===== src/rtl/peripheral_spram_arbiter.sv =====
// Round-robin arbiter sharing one 1R1W SRAM between NPORTS req/gnt requesters,
// with optional zero-fill of the whole array after reset.
module peripheral_spram_arbiter #(
    parameter int unsigned NPORTS        = 2,
    parameter int unsigned ABITS         = 8,
    parameter int unsigned DBITS         = 32,
    parameter int unsigned BEBITS        = 4,
    parameter int unsigned INIT_ON_RESET = 1
) (
    input  logic                     clk_i,
    input  logic                     rst_ni,
    input  logic [NPORTS-1:0]        req_i,
    input  logic [NPORTS-1:0]        we_i,
    input  logic [NPORTS*ABITS-1:0]  addr_i,
    input  logic [NPORTS*BEBITS-1:0] be_i,
    input  logic [NPORTS*DBITS-1:0]  wdata_i,
    output logic [NPORTS-1:0]        gnt_o,
    output logic [NPORTS-1:0]        rvalid_o,
    output logic [DBITS-1:0]         rdata_o,
    output logic                     init_done_o,
    output logic [ABITS-1:0]         mem_waddr_o,
    output logic                     mem_we_o,
    output logic [BEBITS-1:0]        mem_be_o,
    output logic [DBITS-1:0]         mem_din_o,
    output logic                     mem_re_o,
    output logic [ABITS-1:0]         mem_raddr_o,
    input  logic [DBITS-1:0]         mem_dout_i
);
    localparam int unsigned PBITS    = (NPORTS > 1) ? $clog2(NPORTS) : 1;
    localparam logic [0:0]  ST_INIT  = 1'b0;
    localparam logic [0:0]  ST_RUN   = 1'b1;
    localparam logic [0:0]  ST_RESET = (INIT_ON_RESET != 0) ? ST_INIT : ST_RUN;

    logic [0:0]        state;
    logic [0:0]        state_next;
    logic [ABITS-1:0]  init_cnt;
    logic [PBITS-1:0]  rr_ptr;
    logic [PBITS-1:0]  win;
    logic [PBITS-1:0]  win_inc;
    logic              found;
    logic [NPORTS-1:0] grant;
    logic              sel_we;
    logic [ABITS-1:0]  sel_addr;
    logic [BEBITS-1:0] sel_be;
    logic [DBITS-1:0]  sel_wdata;

    // Two passes: ports at or above rr_ptr first, then the wrapped-around ones.
    always_comb begin
        found = 1'b0;
        win   = '0;
        for (int unsigned k = 0; k < NPORTS; k++) begin
            if (!found && req_i[k] && (k >= 32'(rr_ptr))) begin
                found = 1'b1;
                win   = PBITS'(k);
            end
        end
        for (int unsigned k = 0; k < NPORTS; k++) begin
            if (!found && req_i[k] && (k < 32'(rr_ptr))) begin
                found = 1'b1;
                win   = PBITS'(k);
            end
        end
    end

    assign win_inc = (32'(win) == NPORTS - 1) ? '0 : win + PBITS'(1);

    always_comb begin
        grant     = '0;
        sel_we    = 1'b0;
        sel_addr  = '0;
        sel_be    = '0;
        sel_wdata = '0;
        if (state == ST_RUN && found) begin
            for (int unsigned k = 0; k < NPORTS; k++) begin
                if (win == PBITS'(k)) begin
                    grant[k]  = 1'b1;
                    sel_we    = we_i[k];
                    sel_addr  = addr_i[k*ABITS +: ABITS];
                    sel_be    = be_i[k*BEBITS +: BEBITS];
                    sel_wdata = wdata_i[k*DBITS +: DBITS];
                end
            end
        end
    end

    always_comb begin
        mem_we_o    = 1'b0;
        mem_waddr_o = '0;
        mem_be_o    = '0;
        mem_din_o   = '0;
        mem_re_o    = 1'b0;
        mem_raddr_o = '0;
        if (state == ST_INIT) begin
            mem_we_o    = 1'b1;
            mem_waddr_o = init_cnt;
            mem_be_o    = '1;
        end else if (|grant) begin
            if (sel_we) begin
                mem_we_o    = 1'b1;
                mem_waddr_o = sel_addr;
                mem_be_o    = sel_be;
                mem_din_o   = sel_wdata;
            end else begin
                mem_re_o    = 1'b1;
                mem_raddr_o = sel_addr;
            end
        end
    end

    always_comb begin
        state_next = state;
        if (state == ST_INIT && init_cnt == '1) begin
            state_next = ST_RUN;
        end
    end

    always_ff @(posedge clk_i or negedge rst_ni) begin
        if (!rst_ni) begin
            state    <= ST_RESET;
            init_cnt <= '0;
            rr_ptr   <= '0;
            rvalid_o <= '0;
        end else begin
            state <= state_next;
            if (state == ST_INIT) begin
                init_cnt <= init_cnt + ABITS'(1);
            end
            if (|grant) begin
                rr_ptr <= win_inc;
            end
            rvalid_o <= (|grant && !sel_we) ? grant : '0;
        end
    end

    // RAM read data already arrives one cycle after raddr, aligned with rvalid_o.
    assign rdata_o     = mem_dout_i;
    assign gnt_o       = grant;
    assign init_done_o = (state == ST_RUN);

endmodule


===== config.mk =====
export PLATFORM = sky130hd
export DESIGN_NAME = peripheral_spram_arbiter
export DESIGN_NICKNAME = d
export VERILOG_FILES = /design/src/rtl/peripheral_spram_arbiter.sv
export SDC_FILE = /design/constraint.sdc
export NUM_CORES = 1
export LEC_CHECK = 0
export CAP_MARGIN = 20
export CORE_MARGIN = 10
export CORE_UTILIZATION = 26
export DETAILED_ROUTE_END_ITERATION = 8
export GPL_TIMING_DRIVEN = 0
export PLACE_DENSITY = 0.92
export REMOVE_ABC_BUFFERS = 1
export SYNTH_ARGS = -nofsm -noshare
export SYNTH_HDL_FRONTEND = slang
export SYNTH_SLANG_ARGS = --single-unit

===== constraint.sdc =====
create_clock -name clk_i -period 4.4 [get_ports clk_i]
set_input_delay 0.44 -clock clk_i [delete_from_list [all_inputs] [get_ports clk_i]]
set_output_delay 0.44 -clock clk_i [all_outputs]
set_load 0.05 [all_outputs]

=== Word-level counts from Yosys, hierarchy flattened ===
Index checks and enable logic that the tools add are counted.

* Bits of input ports: 126
* Register bits: 12
* Output and inout port bits: 91

* Equality and inequality tests: 1
* Bitwise logic cells: 1
* $lt $le $gt $ge: 2
* Multiplexer cells: 36
* Reductions and logical operators: 11
* Add/subtract/negate cells: 2

{| class="wikitable"
|+ Operator list
! kind !! count
|-
| $mux 32 || 5
|-
| $mux 8 || 8
|-
| $mux 4 || 5
|-
| $mux 1 || 16
|-
| $add 8x1->8 const B || 1
|-
| $eq 8x8->1 const B || 1
|-
| $logic_and 1x1->1 || 7
|-
| $mux 2 || 2
|-
| $logic_not 1->1 || 3
|-
| $reduce_or 2->1 || 1
|-
| $add 1x1->1 const B || 1
|-
| $ge 1x1->1 const A || 1
|-
| $lt 1x1->1 const A || 1
|-
| $not 1->1 || 1
|}

=== Longest topological paths before layout ===
* Word-level depth: 15
* Gate-level depth with buffers: 6

=== Worst setup path before layout ===
Ideal clock, no wire load.

* Path kind: reg2out
* Start point: register state, in the netlist init_done_o
* End point: output mem_be_o[0]
* Arrival: 2255 ps
* Cell stages (with the launch flop): 4
* Path slack: 1705 ps
* Buffers on the path: 0
* Path through: dfrtp_1 > and3_1 > a31oi_4 > o21ai_0

* Word-level cells in the longest chain between the ends: 5
* Elaborated cells between the ends (all ways): 8
* Classes of those cells: mux (6); reduce/logical (2)

{| class="wikitable"
|+ RTL lines
! element !! line !! source
|-
| start: declaration || 34 || <nowiki>logic [0:0] state;</nowiki>
|-
| start signal: assignment || 124 || <nowiki>state <= state_next;</nowiki>
|-
| $logic_and 1x1->1 || 73 || <nowiki>if (state == ST_RUN && found) begin</nowiki>
|-
| $mux 4 (tied with other cells) || 73 ||
|-
| $mux 4 / $reduce_or 2->1 (equally long branches) || 98, 97 ||
|-
| $mux 4 || 97 || <nowiki>end else if (|grant) begin</nowiki>
|-
| $mux 4 * || 93 || <nowiki>if (state == ST_INIT) begin</nowiki>
|-
| end: declaration || 23 || <nowiki>output logic [BEBITS-1:0] mem_be_o,</nowiki>
|}

Mark *: on every way between the ends. The rest lies on a longest branch, timed or not.

=== Worst setup path in the final report ===
* Start point: input req_i[0]
* End point: output mem_be_o[1]

* Word-level cells in the longest chain between the ends: 14
* Elaborated cells between the ends (all ways): 23
* Classes of those cells: mux (15); reduce/logical (8)

{| class="wikitable"
|+ RTL lines
! element !! line !! source
|-
| start: declaration || 12 || <nowiki>input logic [NPORTS-1:0] req_i,</nowiki>
|-
| $logic_and 1x1->1 || 52 || <nowiki>if (!found && req_i[k] && (k >= 32'(rr_ptr))) begin</nowiki>
|-
| $mux 1 || 52 ||
|-
| $logic_not 1->1 || 52 ||
|-
| $logic_and 1x1->1 || 52 ||
|-
| $mux 1 || 52 ||
|-
| $logic_not 1->1 || 58 || <nowiki>if (!found && req_i[k] && (k < 32'(rr_ptr))) begin</nowiki>
|-
| $logic_and 1x1->1 (2 in series) || 58 ||
|-
| $mux 1 || 58 ||
|-
| $mux 4 (tied with other cells) || 75 || <nowiki>if (win == PBITS'(k)) begin</nowiki>
|-
| $mux 4 (tied with other cells) || 73 ||
|-
| $mux 4 / $reduce_or 2->1 (equally long branches) || 98, 97 ||
|-
| $mux 4 * || 97 ||
|-
| $mux 4 * || 93 ||
|}

Marked as above.

==> impl_metrics.env <==
export IMPL_synth_area_um2=1490
export IMPL_insertion_delay_ns=0.24
export IMPL_r2r_cells=2
export IMPL_drv_cap=0
export IMPL_final_nets=435
export IMPL_cts_resized=0
export IMPL_min_period_over_period_pct=84.9
export IMPL_hold_viol=0
export IMPL_die_y_um=95.7
export IMPL_h_tree_depth=1
export IMPL_cts_clk_slew_worst_paths_ns=0.05
export IMPL_ys_top_cells_by_area="a22oi_1 (22%), dfrtp_1 (20%), buf_4 (18%)"
export IMPL_firstDrtPassIters=4
export IMPL_grt_ovfl_total=0
export IMPL_grt_max_degree=46
export IMPL_critical_path_required_ns=3.96
export IMPL_worstPathArrival_ns=3.30
export IMPL_die_w_um=95.7
export IMPL_syn_to_final_growth_pct=90.1
export IMPL_rows=27
export IMPL_fill_cells=530
export IMPL_dieArea_um2=9160
export IMPL_final_area_um2=2830
export IMPL_min_period_ns=3.74
export IMPL_drc_errors=0
export IMPL_wl_um=8270
export IMPL_slowest_delay_ns=0.84
export IMPL_setup_viol=0
export IMPL_maxSlewViolCount=0
export IMPL_rsz0062_at_grt="no"
export IMPL_finish_utilization_pct=51.1
export IMPL_relSlewSlack_pct=43.0
export IMPL_postRouteAntennaNets=0
export IMPL_synth_top_area_share_pct=22.2
export IMPL_root_buffer="clkbuf_8"
export IMPL_grt_first_pass_wirelength_um=11800
export IMPL_p_total_uw=321
export IMPL_p_per_area_nw_per_um2=113
export IMPL_cp_start_kind="input port"
export IMPL_p_leak_nw=0.930
export IMPL_synth_seq_area_share_pct=20.2
export IMPL_gp_congestion=0.861
export IMPL_cts_hold_buf=0
export IMPL_status="complete, no violations"
export IMPL_drt_initial_drc_count=52
export IMPL_yosysMostFrequentCell="a22oi_1"
export IMPL_clock_skew_ns=0.000864
export IMPL_synth_edf_count=0
export IMPL_rr_startpoint="init_done_o$_DFFE_PN0P_"
export IMPL_clockBufferDepth=2
export IMPL_worst_path_buf_inv=2
export IMPL_vias_per_cell=5.17
export IMPL_pre_cts_slack_ns=0.649
export IMPL_vias=1958
export IMPL_antenna_cells=0
export IMPL_yosys_warnings=0
export IMPL_cts_buffers=3
export IMPL_worst_slack_ns=0.663
export IMPL_min_from="init_cnt[7]$_DFFE_PN0N_"
export IMPL_ir_drop_mv=0.0709
export IMPL_crit_top_cell="clkdlybuf4s50_1"
export IMPL_placed_area_um2=2780
export IMPL_grt_pass1_vias=2039
export IMPL_grt_use_total_pct=16.7
export IMPL_cts_sinks=12
export IMPL_synth_seq_cells=12
export IMPL_whs_path_depth=1
export IMPL_ys_types=27
export IMPL_yosysTopAreaCell="a22oi_1"
export IMPL_synthCells=199
export IMPL_r2r_end="rvalid_o[1]$_DFF_PN0_"
export IMPL_crit_family="buffers and inverters"
export IMPL_drive_above_1_share_pct=3.58
export IMPL_slowest_stage="clkdlybuf4s50_1"
export IMPL_syn_avg_cell_area_um2=7.49
export IMPL_setup_tns_ns=0
export IMPL_r2r_slack_ns=2.34
export IMPL_io_buffers=152
export IMPL_core_area_um2=5540
export IMPL_path_class="input port to output port"
export IMPL_yosys_top_cells_count="a22oi_1 (44), nor2_1 (41), buf_4 (35), dfrtp_1 (12), inv_1 (11)"
export IMPL_wl_per_cell_um=21.8
export IMPL_cts_tree="done"
export IMPL_start_util_pct=26.9
export IMPL_critPathCaptureType="output port"
export IMPL_hp_class="flip-flop to flip-flop"
export IMPL_tightest_slew_ns=0.856
export IMPL_fmax_ghz=0.268
export IMPL_antenna_found_initial=0
export IMPL_crit_chain="clkdlybuf4s50_1 -> a21boi_1 -> and2_2 -> a22oi_1 -> o21ai_0 -> clkdlybuf4s50_1"
export IMPL_synth_flop_cell="dfrtp_1"
export IMPL_dpl_hpwl_um=6960
export IMPL_io_pins=217
export IMPL_postCtsSetupBuffers=0
export IMPL_crit_path_max_fanout=45
export IMPL_hold_end="init_cnt[7]$_DFFE_PN0N_"
export IMPL_synthArstFlopShare_pct=100
## registers in the layout, indices dropped and copies added, names as in the netlist
register	cells
rr_ptr	1
init_cnt	8
rvalid_o	2
init_done_o	1
## stage by stage
step,instances,hold slack [ns]
after floorplan,150,0.144
after global placement,374,0.485
after detailed placement,375,0.498
after CTS,379,0.505
after global routing,379,0.548
final,379,0.509
## cells in the final DEF, fill, tap and decap left out, drive strengths merged
cell type / n
dfrtp: 12
o21ai: 4
nor3: 2
clkdlybuf4s50: 152
nand2b: 2
buf: 1
mux2: 1
nand2: 2
clkbuf: 4
and3: 2
ha: 1
nor2: 41
a31oi: 2
xnor2: 7
and2: 3
o22ai: 8
a32o: 1
a22oi: 44
nand3: 2
nand4b: 2
a21boi: 1
inv: 11
a21oi: 1
a31o: 1
## logic make-up after synthesis
| logic type | count (synthesis) | synth area share, % |
|---|---|---|
| AO/OA/AOI/OAI | 62 | 30.8 |
| buffers and inverters | 60 | 26.5 |
| AND/OR/NAND/NOR | 56 | 16.8 |
| flip-flops | 12 | 20.2 |
| XOR/XNOR | 7 | 4.11 |
| multiplexers | 1 | 0.756 |
| adder cells (fa/ha/maj) | 1 | 0.839 |
## per-layer routing
| layer | vias up | GRT usage [%] | routed length (um) |
|---|---|---|---|
| met1 | 899 | 19.9 | 3420 |
| met2 | 162 | 23.0 | 3180 |
| met5 | - | 5.00 | 60 |
| met4 | 2 | 2.70 | 43 |
| li1 | 889 | - | - |
| met3 | 6 | 13.2 | 1570 |
## final cells by class
class / instances / area [um^2] / area share, %
tap: 72 / 90.1 / 3.18
sequential: 12 / 300 / 10.6
inverter: 11 / 41.3 / 1.46
timing repair buffer: 153 / 1550 / 54.7
multi-input combinational: 127 / 797 / 28.1
clock buffer: 4 / 55.1 / 1.94
## power breakdown
group          switching, mW  total [mW]  internal, mW  leakage, nW
sequential                 0       0.111         0.111        0.153
combinational         0.0190      0.0930        0.0740        0.748
clock                 0.0382       0.117        0.0788       0.0288
total                 0.0572       0.321         0.263        0.930
## how the worst max path moves through the flow
stage | start | end | slack, ns | depth (start not counted)
after floorplan | init_done_o$_DFFE_PN0P_ | mem_be_o[0] | 0.35 | 3
after global placement | req_i[0] | mem_waddr_o[5] | 0.06 | 6
after detailed placement | req_i[0] | mem_be_o[1] | 0.65 | 6
after CTS | req_i[0] | mem_be_o[1] | 0.66 | 6
after global routing | init_done_o$_DFFE_PN0P_ | mem_waddr_o[6] | 0.48 | 4
final | req_i[0] | mem_be_o[1] | 0.66 | 6
Power figures use the tool's default switching activity.
